[src/rtl/pic_irq_core.sv]
// 8259-style interrupt core: IRR/ISR with edge detection, rotating or fully-nested
// priority resolution, a two-pulse INTA handshake and EOI processing.
module pic_irq_core #(
  parameter int N    = 8,
  parameter int ID_W = $clog2(N)
) (
  input  logic            clk,
  input  logic            reset,
  input  logic [N-1:0]    ir,
  input  logic            level_mode,
  input  logic            auto_rotate,
  input  logic            auto_eoi,
  input  logic [N-1:0]    imr,
  input  logic            inta,
  input  logic            eoi_valid,
  input  logic            eoi_specific,
  input  logic [ID_W-1:0] eoi_id,
  output logic            int_out,
  output logic            vector_valid,
  output logic [ID_W-1:0] vector_id,
  output logic [N-1:0]    irr,
  output logic [N-1:0]    isr
);

  typedef enum logic {IDLE = 1'b0, ACK1 = 1'b1} state_t;

  typedef struct packed {
    logic            found;
    logic [ID_W-1:0] rank;
    logic [ID_W-1:0] id;
  } pick_t;

  localparam logic [ID_W-1:0] LAST_ID = ID_W'(N - 1);

  // Highest-priority set bit; rank 0 is the channel just after the lowest-priority pointer.
  function automatic pick_t pick_first(input logic [N-1:0] vec, input logic [ID_W-1:0] lo);
    pick_t res;
    int    pos;
    res = '0;
    for (int k = N - 1; k >= 0; k--) begin
      pos = int'(lo) + 1 + k;
      if (pos >= N) pos = pos - N;
      if (vec[pos[ID_W-1:0]]) begin
        res.found = 1'b1;
        res.rank  = ID_W'(k);
        res.id    = ID_W'(pos);
      end
    end
    return res;
  endfunction

  // One-hot decode; IDs at or beyond N decode to zero and are thus ignored.
  function automatic logic [N-1:0] onehot(input logic [ID_W-1:0] id);
    logic [N-1:0] v;
    for (int i = 0; i < N; i++) begin
      v[i] = (id == ID_W'(i));
    end
    return v;
  endfunction

  state_t          state_r, state_nx_s;
  logic [N-1:0]    prev_r, irr_r, isr_r;
  logic [N-1:0]    irr_nx_s, isr_nx_s;
  logic [ID_W-1:0] lo_ptr_r, lo_ptr_nx_s;
  logic [ID_W-1:0] sel_r, sel_nx_s;
  logic            spur_r, spur_nx_s;
  logic            vv_r, vv_nx_s;
  logic [ID_W-1:0] vid_r, vid_nx_s;
  pick_t           cand_s, isr_hi_s;
  logic [N-1:0]    ack_set_s, aeoi_clr_s, eoi_req_s, eoi_clr_s;
  logic            aeoi_rot_s;
  logic [ID_W-1:0] eoi_tgt_s;

  assign cand_s   = pick_first(irr_r & ~imr, lo_ptr_r);
  assign isr_hi_s = pick_first(isr_r, lo_ptr_r);

  // Request only when the candidate outranks everything in service, never mid-handshake.
  assign int_out = (state_r == IDLE) & cand_s.found &
                   (~isr_hi_s.found | (cand_s.rank < isr_hi_s.rank));

  assign vector_valid = vv_r;
  assign vector_id    = vid_r;
  assign irr          = irr_r;
  assign isr          = isr_r;

  // State register.
  always_ff @(posedge clk or posedge reset) begin
    if (reset) begin
      state_r <= IDLE;
    end else begin
      state_r <= state_nx_s;
    end
  end

  // INTA handshake: first pulse latches the winner, second pulse presents it.
  always_comb begin
    state_nx_s = state_r;
    sel_nx_s   = sel_r;
    spur_nx_s  = spur_r;
    vv_nx_s    = 1'b0;
    vid_nx_s   = vid_r;
    ack_set_s  = '0;
    aeoi_clr_s = '0;
    aeoi_rot_s = 1'b0;
    case (state_r)
      IDLE: begin
        if (inta) begin
          state_nx_s = ACK1;
          if (cand_s.found) begin
            sel_nx_s  = cand_s.id;
            spur_nx_s = 1'b0;
            ack_set_s = onehot(cand_s.id);
          end else begin
            sel_nx_s  = LAST_ID;
            spur_nx_s = 1'b1;
          end
        end else begin
          state_nx_s = IDLE;
        end
      end
      ACK1: begin
        if (inta) begin
          state_nx_s = IDLE;
          vv_nx_s    = 1'b1;
          vid_nx_s   = sel_r;
          if (auto_eoi && !spur_r) begin
            aeoi_clr_s = onehot(sel_r);
            aeoi_rot_s = auto_rotate;
          end else begin
            aeoi_clr_s = '0;
            aeoi_rot_s = 1'b0;
          end
        end else begin
          state_nx_s = ACK1;
        end
      end
      default: begin
        state_nx_s = IDLE;
      end
    endcase
  end

  // EOI decode and next IRR/ISR/rotation pointer; a same-cycle acknowledge set beats any clear.
  always_comb begin
    eoi_req_s = '0;
    eoi_tgt_s = isr_hi_s.id;
    if (eoi_valid) begin
      if (eoi_specific) begin
        eoi_req_s = onehot(eoi_id) & isr_r;
        eoi_tgt_s = eoi_id;
      end else if (isr_hi_s.found) begin
        eoi_req_s = onehot(isr_hi_s.id);
        eoi_tgt_s = isr_hi_s.id;
      end else begin
        eoi_req_s = '0;
      end
    end else begin
      eoi_req_s = '0;
    end
    eoi_clr_s = eoi_req_s & ~ack_set_s;
    isr_nx_s  = (isr_r & ~eoi_clr_s & ~aeoi_clr_s) | ack_set_s;
    if (level_mode) begin
      irr_nx_s = ir;
    end else begin
      irr_nx_s = (irr_r & ~ack_set_s) | (ir & ~prev_r);
    end
    if (auto_rotate && (|eoi_clr_s)) begin
      lo_ptr_nx_s = eoi_tgt_s;
    end else if (aeoi_rot_s) begin
      lo_ptr_nx_s = sel_r;
    end else begin
      lo_ptr_nx_s = lo_ptr_r;
    end
  end

  // Datapath registers; edge history resets high so lines held through reset stay quiet.
  always_ff @(posedge clk or posedge reset) begin
    if (reset) begin
      prev_r   <= '1;
      irr_r    <= '0;
      isr_r    <= '0;
      lo_ptr_r <= LAST_ID;
      sel_r    <= '0;
      spur_r   <= 1'b0;
      vv_r     <= 1'b0;
      vid_r    <= '0;
    end else begin
      prev_r   <= ir;
      irr_r    <= irr_nx_s;
      isr_r    <= isr_nx_s;
      lo_ptr_r <= lo_ptr_nx_s;
      sel_r    <= sel_nx_s;
      spur_r   <= spur_nx_s;
      vv_r     <= vv_nx_s;
      vid_r    <= vid_nx_s;
    end
  end

endmodule

[config.mk]
export PLATFORM = sky130hd
export DESIGN_NAME = pic_irq_core
export DESIGN_NICKNAME = d
export VERILOG_FILES = /design/src/rtl/pic_irq_core.sv
export SDC_FILE = /design/constraint.sdc
export NUM_CORES = 1
export LEC_CHECK = 0
export ABC_CLOCK_PERIOD_IN_PS = 4210
export CAP_MARGIN = 20
export CORE_MARGIN = 2
export CORE_UTILIZATION = 59
export CTS_CLUSTER_SIZE = 16
export DETAILED_ROUTE_END_ITERATION = 10
export DONT_BUFFER_PORTS = 1
export GPL_TIMING_DRIVEN = 0
export PLACE_DENSITY = 0.78
export SETUP_SLACK_MARGIN = 0.05
export SYNTH_ARGS = -nofsm -noshare
export SYNTH_HDL_FRONTEND = slang
export SYNTH_SLANG_ARGS = --single-unit
[constraint.sdc]
create_clock -name clk -period 4.21 [get_ports clk]
set_clock_uncertainty 0.2 [all_clocks]
set_input_delay 0.842 -clock clk [delete_from_list [all_inputs] [get_ports clk]]
set_output_delay 0.842 -clock clk [all_outputs]
set_load 0.005 [all_outputs]
==> impl_metrics.ini, run 1 <==
[finish]
final_nets = 516
syn_to_final_growth_pct = 14.4
drive_gt1_share_pct = 31.0
nFillCells = 607
fin_cells = 583
stdcell_area_mm2 = 0.00490
antenna_cells = 0

[setup_path]
slowest_delay_ns = 0.62
cp_cell_sequence = buf_8 > inv_8 > buf_12 > ha_4 > buf_12 > buf_8 > mux4_2 > mux2_4 > or4b_4 > a21oi_4 > nor3b_4 > o21a_1 > o211a_1 > o41ai_4 > a311oi_4 > o31ai_4 > mux2i_1
path_max_fanout = 7
cp.required_ns = 4.23
cp-end-kind = register
path_class = register to register
path_buf_inv = 5
crit_family = compound AO/OA/AOI/OAI gates
crit_slowest_cell = mux4_2
arrival_ns = 4.81
crit_path_start_kind = register

[logic_synthesis]
yosysMostFrequentCell = nand2_1
yosys.area.top_type_share_pct = 14.6
synthFlopType = dfrtp_1
synth_edf_count = 0
syn_avg_cell_area_um2 = 9.33
synth_fp_nets = 492
post-synth-top-area-cell = dfrtp_1
synth_area_leaders = dfrtp_1, mux4_2, dfstp_2
synth_cell_type_count = 89
netlist_area_mm2 = 0.00428
synth_cells = 459
ys_ff_latch = 36
async_reset_ff_share_pct = 100
ys_seq_area_share_pct = 21.4
synth_warnings = 0
synthTopCellsByCount = nand2_1, nor2_1, a21oi_1, mux4_2, dfrtp_1

[cts]
htree_levels = 2
cts_root_buffer = clkbuf_8
cts_buffers = 5
clock_latency_ns = 0.30
clock_path_buffers = 2
cts_hold_buf = 0
tritoncts = done
cts_sinks = 36
path_clk_slew_ns = 0.08

[sta]
rsz0062_at_grt = yes
fin_crit_sh_pct = 114
setup_slack_ns = -0.587
max-slew-margin-rel_pct = 55.3
clock.fmax_mhz = 208
hold_viol = 0
tightest_slew_ns = 0.670
period_minus_slack_ns = 4.80
setup_violations = 4
maxSlewViolCount = 0

[outcome]
violations = negative setup slack
status = complete, but fails checks

[min_path]
hold_class = input pin to asynchronous set/reset pin

[global_route]
antenna_found_initial = 0
track_usage_pct = 33.5
grt_max_degree = 25
grt-ovfl-total = 0
grt_pass1_vias = 3878
grt_pass1_wl_um = 20100

[place]
dp_hpwl_um = 9830
io_buffers = 0
globalplace.congestion = 0.951
dpl.cell_count = 559
dpl_cell_area_mm2 = 0.00450

[routing]
first_iter_violations = 479
ant_nets = 0
route.detailed.drc = 0
dr_total_vias = 4133
via_per_inst = 7.09
wire_per_inst_um = 22.6
dr.pass1.iters = 5
totalWireLength_um = 13200

[floorplan]
rows = 31
initial_utilization_pct = 60.0
boundaryPins = 48
die_area_mm2 = 0.00795
chipHeight_um = 89.2
fp.coreArea_mm2 = 0.00714
die_x_um = 89.2

[flow_run]
max_cap_violations = 0
cells by family after synthesis:
family | count (synthesis) | synth area share, %
buffers and inverters | 41 | 5.47
multiplexers | 66 | 24.0
AND/OR/NAND/NOR | 177 | 22.1
adder cells (fa/ha/maj) | 6 | 1.75
AO/OA/AOI/OAI | 127 | 22.9
flip-flops | 36 | 21.4
XOR/XNOR | 6 | 2.40
layout make-up:
class | count | area [µm²] | area share (%)
Buffer | 27 | 223 | 4.55
Clock buffer | 6 | 72.6 | 1.48
Clock inverter | 2 | 35.0 | 0.715
Inverter | 14 | 60.1 | 1.23
Multi-Input combinational cell | 382 | 3300 | 67.4
Sequential cell | 36 | 915 | 18.7
Tap cell | 99 | 124 | 2.53
Timing Repair Buffer | 17 | 168 | 3.42
through the flow:
step | hold WS, ns | utilization (%) | setup TNS [ns] | setup WS, ns
finish | 0.282 | 68.6 | -2.15 | -0.587
CTS | 0.303 | 67.2 | -1.96 | -0.508
floorplan | 0.274 | - | -0.808 | -0.212
detailed placement | 0.309 | 63.0 | -3.15 | -0.699
global placement | 0.302 | 62.6 | -2.43 | -0.653
global route | 0.327 | 68.6 | -2.78 | -0.738
worst paths after layout:
| check | start | end | slack [ns] | cells after the start |
|---|---|---|---|---|
| setup reg to reg | lo_ptr_r[0] | lo_ptr_r[2] | -0.59 | 17 |
| max in group asynchronous | reset | prev_r[1] | 2.94 | 2 |
| hold / removal | reset | irr[0] | 0.28 | 1 |
| hold reg to reg | spur_r | spur_r | 0.32 | 1 |
| min in group clk | spur_r | spur_r | 0.32 | 1 |
| setup / recovery | lo_ptr_r[0] | lo_ptr_r[2] | -0.59 | 17 |
worst reg2reg max path, cell delays in order (launching register included):
cell	delay, ns
dfstp_2	0.55
buf_8	0.11
inv_8	0.03
buf_12	0.11
ha_4	0.27
buf_12	0.11
buf_8	0.11
mux4_2	0.62
mux2_4	0.34
or4b_4	0.50
a21oi_4	0.18
nor3b_4	0.07
o21a_1	0.19
o211a_1	0.26
o41ai_4	0.41
a311oi_4	0.10
o31ai_4	0.29
mux2i_1	0.26
flip-flops by register name, summed over array words and instances, names as in the netlist:
name          flops
irr               8
isr               8
lo_ptr_r          3
prev_r            8
sel_r             3
spur_r            1
state_r           1
vector_id         3
vector_valid      1
timing repair:
action	CTS	global route
pin swaps	14	8
setup endpoints to repair	14	15
setup buffers	15	1
gates cloned	0	0
resized for setup	19	17
routing by layer:
layer	vias to the layer above	GRT usage (%)	part of all wire [%]
met4	0	15.3	3.3
met2	252	53.9	49
met3	44	6.93	8.0
met5	-	0	0
li1	1834	-	-
met1	2003	43.7	40
cell usage in the layout, fill, tap and decap left out, types with 4 or more instances in the layout:
cell type,Yosys,final
a21o_1,5,5
a21oi_1,26,24
a31o_2,4,4
a31oi_1,7,6
a32o_1,4,4
and2_1,4,4
and3_1,8,8
buf_12,0,4
buf_2,7,6
buf_4,1,16
buf_6,9,6
clkbuf_1,7,7
clkbuf_8,0,5
dfrtp_1,25,25
dfstp_2,11,11
ha_1,6,5
inv_1,13,13
mux2_2,16,14
mux2_4,2,4
mux2i_1,19,16
mux4_2,26,26
nand2_1,52,52
nand2b_1,13,13
nand3_1,12,12
nand4_1,6,6
nor2_1,29,24
nor2_2,0,5
nor2b_1,13,13
nor3_1,9,9
nor4_1,5,5
o21ai_0,20,19
Power of run 1 is not shown: default switching activity piles up to over one toggle a cycle in this logic, so the estimate is an artifact.
==> run 2, diff against run 1 <==
--- a/config.mk
+++ b/config.mk
@@ -9,6 +9,7 @@
 export CAP_MARGIN = 20
 export CORE_MARGIN = 2
 export CORE_UTILIZATION = 59
+export CTS_BUF_LIST = sky130_fd_sc_hd__clkbuf_4 sky130_fd_sc_hd__clkbuf_8 sky130_fd_sc_hd__clkbuf_16
 export CTS_CLUSTER_SIZE = 16
 export DETAILED_ROUTE_END_ITERATION = 10
 export DONT_BUFFER_PORTS = 1
==> run 2 against run 1 <==
The flow still finishes with violations (negative setup slack). Maximum frequency about the same. Sequential cell count unchanged. First-iteration DRC count unchanged. Register-to-register slack about the same. Critical path type unchanged. Largest cell class unchanged.
==> impl_metrics.ini, run 2 (synthesis results as in run 1) <==
[setup_path]
crit_family = compound AO/OA/AOI/OAI gates
path_max_fanout = 7
crit_slowest_cell = mux4_2
crit_path_start_kind = register
path_buf_inv = 5
path_class = register to register
arrival_ns = 4.82
cp_cell_sequence = buf_8 > inv_8 > buf_12 > ha_4 > buf_12 > buf_8 > mux4_2 > mux2_4 > or4b_4 > a21oi_4 > nor3b_4 > o21a_1 > o211a_1 > o41ai_4 > a311oi_4 > o31ai_4 > mux2i_1
cp-end-kind = register
cp.required_ns = 4.23
slowest_delay_ns = 0.62

[global_route]
grt_max_degree = 25
grt_pass1_vias = 3877
antenna_found_initial = 0
grt-ovfl-total = 0
track_usage_pct = 33.5
grt_pass1_wl_um = 20100

[sta]
tightest_slew_ns = 0.670
fin_crit_sh_pct = 114
setup_violations = 4
maxSlewViolCount = 0
hold_viol = 0
max-slew-margin-rel_pct = 55.3
setup_slack_ns = -0.587
period_minus_slack_ns = 4.80
rsz0062_at_grt = yes
clock.fmax_mhz = 208

[finish]
layout_commonest_cell = nand2_1
postLayoutCoreUtil_pct = 68.7
fin_cells = 583
syn_to_final_growth_pct = 14.5
final_nets = 516
multi_input_area_mm2 = 0.00330
layout_common_cells = nand2_1, mux4_2, dfrtp_1, a21oi_1, nor2_1
antenna_cells = 0
stdcell_area_mm2 = 0.00490
drive_gt1_share_pct = 31.2
nFillCells = 608
ff_latch_area_um2 = 915

[outcome]
violations = negative setup slack
status = complete, but fails checks

[routing]
totalWireLength_um = 13200
ant_nets = 0
via_per_inst = 7.08
route.detailed.drc = 0
wire_per_inst_um = 22.6
dr_total_vias = 4126
dr.pass1.iters = 7
first_iter_violations = 479

[floorplan]
rows = 31
die_area_mm2 = 0.00795
die_x_um = 89.2
fp.coreArea_mm2 = 0.00714
chipHeight_um = 89.2
initial_utilization_pct = 60.0
boundaryPins = 48

[min_path]
hold_class = input pin to asynchronous set/reset pin

[cts]
cts_buffers = 5
clock_latency_ns = 0.30
cts_root_buffer = clkbuf_8
path_clk_slew_ns = 0.08
htree_levels = 2
tritoncts = done
cts_sinks = 36
clock_path_buffers = 2
cts_hold_buf = 0

[place]
dp_hpwl_um = 9830
globalplace.congestion = 0.951
dp_slack_ns = -0.699
dpl_cell_area_mm2 = 0.00450
dpl.cell_count = 559
io_buffers = 0

[flow_run]
max_cap_violations = 0
-- run 2: cell counts in the layout (fill, tap and decap cells not counted) --
No cell type changed its count.
-- run 2: per-layer routing --
metal	GRT usage [%]	part of all wire, %	up-vias
met4	15.3	3.1	0
met2	53.9	49	251
met5	0	0	-
met3	6.93	7.7	40
met1	43.7	40	2002
li1	-	-	1833
-- run 2: area by class of cell --
class	count	area share, %
inverter	14	1.23
buffer	27	4.54
timing repair buffer	17	3.42
sequential	36	18.7
clock inverter	2	0.715
tap	99	2.53
multi-input combinational	382	67.3
clock buffer	6	1.56
-- run 2: worst paths after layout --
path / cells after the start / start / slack (ns) / endpoint
min in group clk: 1 / spur_r / 0.32 / spur_r
max reg2reg: 17 / lo_ptr_r[0] / -0.59 / lo_ptr_r[2]
min: 1 / reset / 0.28 / irr[0]
max in group asynchronous: 2 / reset / 2.94 / prev_r[6]
min reg2reg: 1 / spur_r / 0.32 / spur_r
max: 17 / lo_ptr_r[0] / -0.59 / lo_ptr_r[2]
-- run 2: stage by stage --
stage	TNS (ns)	hold slack, ns
CTS	-1.96	0.303
global route	-2.78	0.327
finish	-2.16	0.281
detailed placement	-3.15	0.309
global placement	-2.43	0.302
floorplan	-0.808	0.274
-- run 2: timing repair --
action                     4_1_cts  5_1_grt
gates resized for setup         19       17
buffers inserted                15        1
hold endpoints to repair         0        0
setup endpoints to repair       14       15
pin swaps                       14        8
Power of run 2 is left out for the same reason.
==> run 3, diff against run 2 <==
--- a/config.mk
+++ b/config.mk
@@ -7,14 +7,15 @@
 export LEC_CHECK = 0
 export ABC_CLOCK_PERIOD_IN_PS = 4210
 export CAP_MARGIN = 20
+export CORE_ASPECT_RATIO = 2
 export CORE_MARGIN = 2
-export CORE_UTILIZATION = 59
-export CTS_BUF_LIST = sky130_fd_sc_hd__clkbuf_4 sky130_fd_sc_hd__clkbuf_8 sky130_fd_sc_hd__clkbuf_16
+export CORE_UTILIZATION = 60
+export CTS_BUF_LIST = sky130_fd_sc_hd__clkbuf_8
 export CTS_CLUSTER_SIZE = 16
 export DETAILED_ROUTE_END_ITERATION = 10
 export DONT_BUFFER_PORTS = 1
 export GPL_TIMING_DRIVEN = 0
-export PLACE_DENSITY = 0.78
+export PLACE_DENSITY = 0.79
 export SETUP_SLACK_MARGIN = 0.05
 export SYNTH_ARGS = -nofsm -noshare
 export SYNTH_HDL_FRONTEND = slang
==> run 3 against run 2 <==
Sequential share of layout area is 0.32 points lower. Final area is 1.7% higher. Setup slack worse by 0.028 ns. Core utilization grew 3.2 points. Wire length up 6.7%. Non-clock buffer count up 4. Maximum frequency shrank 0.57%. Critical path type is now register to output port. Highest routed layer unchanged. The run still ends with negative setup slack left. Cell count shrank 0.86%. Global-route usage is 3.2 points higher.
==> impl_metrics.ini, run 3 (synthesis results as in run 1) <==
[setup_path]
r2r-start = lo_ptr_r[0]
crit_slowest_cell = dfstp_2
crit_path_start_kind = register
path_max_fanout = 8
reg2reg_setup_slack_ns = -0.56
cp-end-kind = output port
slowest_delay_ns = 0.57
reg2reg_to = lo_ptr_r[2]
cp_common_cell = buf_12
cp_cell_sequence = buf_12 > inv_8 > buf_12 > ha_4 > buf_12 > buf_12 > mux4_2 > nor2_1 > mux4_2 > nor2b_1 > o21ai_1 > ha_1 > a21o_1 > a21o_1 > a211oi_2
ff2ff_path_depth = 16
arrival_ns = 3.78
path_class = register to output port
cp.required_ns = 3.17

[global_route]
grt_max_degree = 25
grt-ovfl-total = 0
track_usage_pct = 36.7
antenna_found_initial = 0
grt_pass1_vias = 4458
grt_pass1_wl_um = 22100

[routing]
dr.pass1.iters = 7
first_iter_violations = 407
via_per_inst = 7.39
ant_nets = 0
dr_total_vias = 4270
route.detailed.drc = 0
totalWireLength_um = 14100
wire_per_inst_um = 24.3

[place]
globalplace.congestion = 1.04
dp_slack_ns = -0.958
io_buffers = 0
dp_hpwl_um = 10700

[cts]
cts_root_buffer = clkbuf_8
cts_buffers = 5
cts_hold_buf = 0
htree_levels = 2
clock_path_buffers = 2
clock_latency_ns = 0.31
path_clk_slew_ns = 0.09
tritoncts = done
cts_sinks = 36

[floorplan]
boundaryPins = 48
rows = 43
initial_utilization_pct = 61.7
fp.coreArea_mm2 = 0.00694
die_area_mm2 = 0.00787
die_x_um = 63.7
chipHeight_um = 123

[sta]
rsz0062_at_grt = yes
max-slew-margin-rel_pct = 58.7
fin_crit_sh_pct = 115
period_minus_slack_ns = 4.83
whs_ns = 0.276
tightest_slew_ns = 0.618
setup_slack_ns = -0.615
clock.fmax_mhz = 207
hold_viol = 0
maxSlewViolCount = 0
setup_violations = 4

[finish]
antenna_cells = 0
layout_commonest_cell = nand2_1
syn_to_final_growth_pct = 16.5
drive_gt1_share_pct = 32.8
layout_common_cells = nand2_1, mux4_2, dfrtp_1, a21oi_1, nor2_1
final_nets = 520

[min_path]
hold_class = input pin to asynchronous set/reset pin

[outcome]
status = complete, but fails checks
violations = negative setup slack

[flow_run]
max_cap_violations = 0
-- run 3: what timing repair did --
action / in CTS / in global routing
cloned: 1 / 0
endpoints found under the setup margin: 18 / 16
pin swaps: 15 / 6
buffers inserted: 12 / 7
gates resized for setup: 22 / 23
hold endpoints to repair: 0 / 0
-- run 3: through the flow --
stage	instance area (µm²)	setup TNS, ns	utilization [%]	std cells
after detailed placement	4490	-5.39	64.6	550
after floorplan	4350	-0.808	-	459
after global placement	4460	-4.43	64.2	549
after CTS	4820	-2.27	69.5	571
final	4990	-2.24	71.8	578
after global routing	4990	-2.63	71.8	578
-- run 3: worst max-delay path by stage --
stage,start,to,slack [ns],cells after the start
global placement,lo_ptr_r[0],lo_ptr_r[1],-0.87,17
CTS,lo_ptr_r[0],int_out,-0.58,15
detailed placement,lo_ptr_r[0],lo_ptr_r[1],-0.96,17
global route,lo_ptr_r[0],int_out,-0.71,15
finish,lo_ptr_r[0],int_out,-0.62,15
floorplan,lo_ptr_r[0],lo_ptr_r[0],-0.21,16
-- run 3: worst max-delay path, delay by kind of cell (launching register included) --
kind                       cells  cell delay [ns]
and+or+nand+nor                2             0.25
AOI/OAI and AO/OA              4             0.70
muxes                          2             0.87
adders and majority gates      2             0.51
buffers and inverters          5             0.54
DFF                            1             0.57
-- run 3: metal layers --
metal / GRT usage, % / routed length (µm)
met1: 36.5 / 4500
met2: 67.0 / 7610
met3: 3.37 / 779
met4: 31.8 / 1180
met5: 0 / 0
-- run 3: cell type report --
class / instances / area (µm²)
Inverter: 14 / 60.1
Sequential cell: 36 / 915
Clock buffer: 5 / 68.8
Timing Repair Buffer: 21 / 210
Tap cell: 90 / 113
Fill cell: 513 / 1950
Clock inverter: 3 / 38.8
Multi-Input combinational cell: 382 / 3340
Buffer: 27 / 236
Power of run 3 is left out for the same reason.
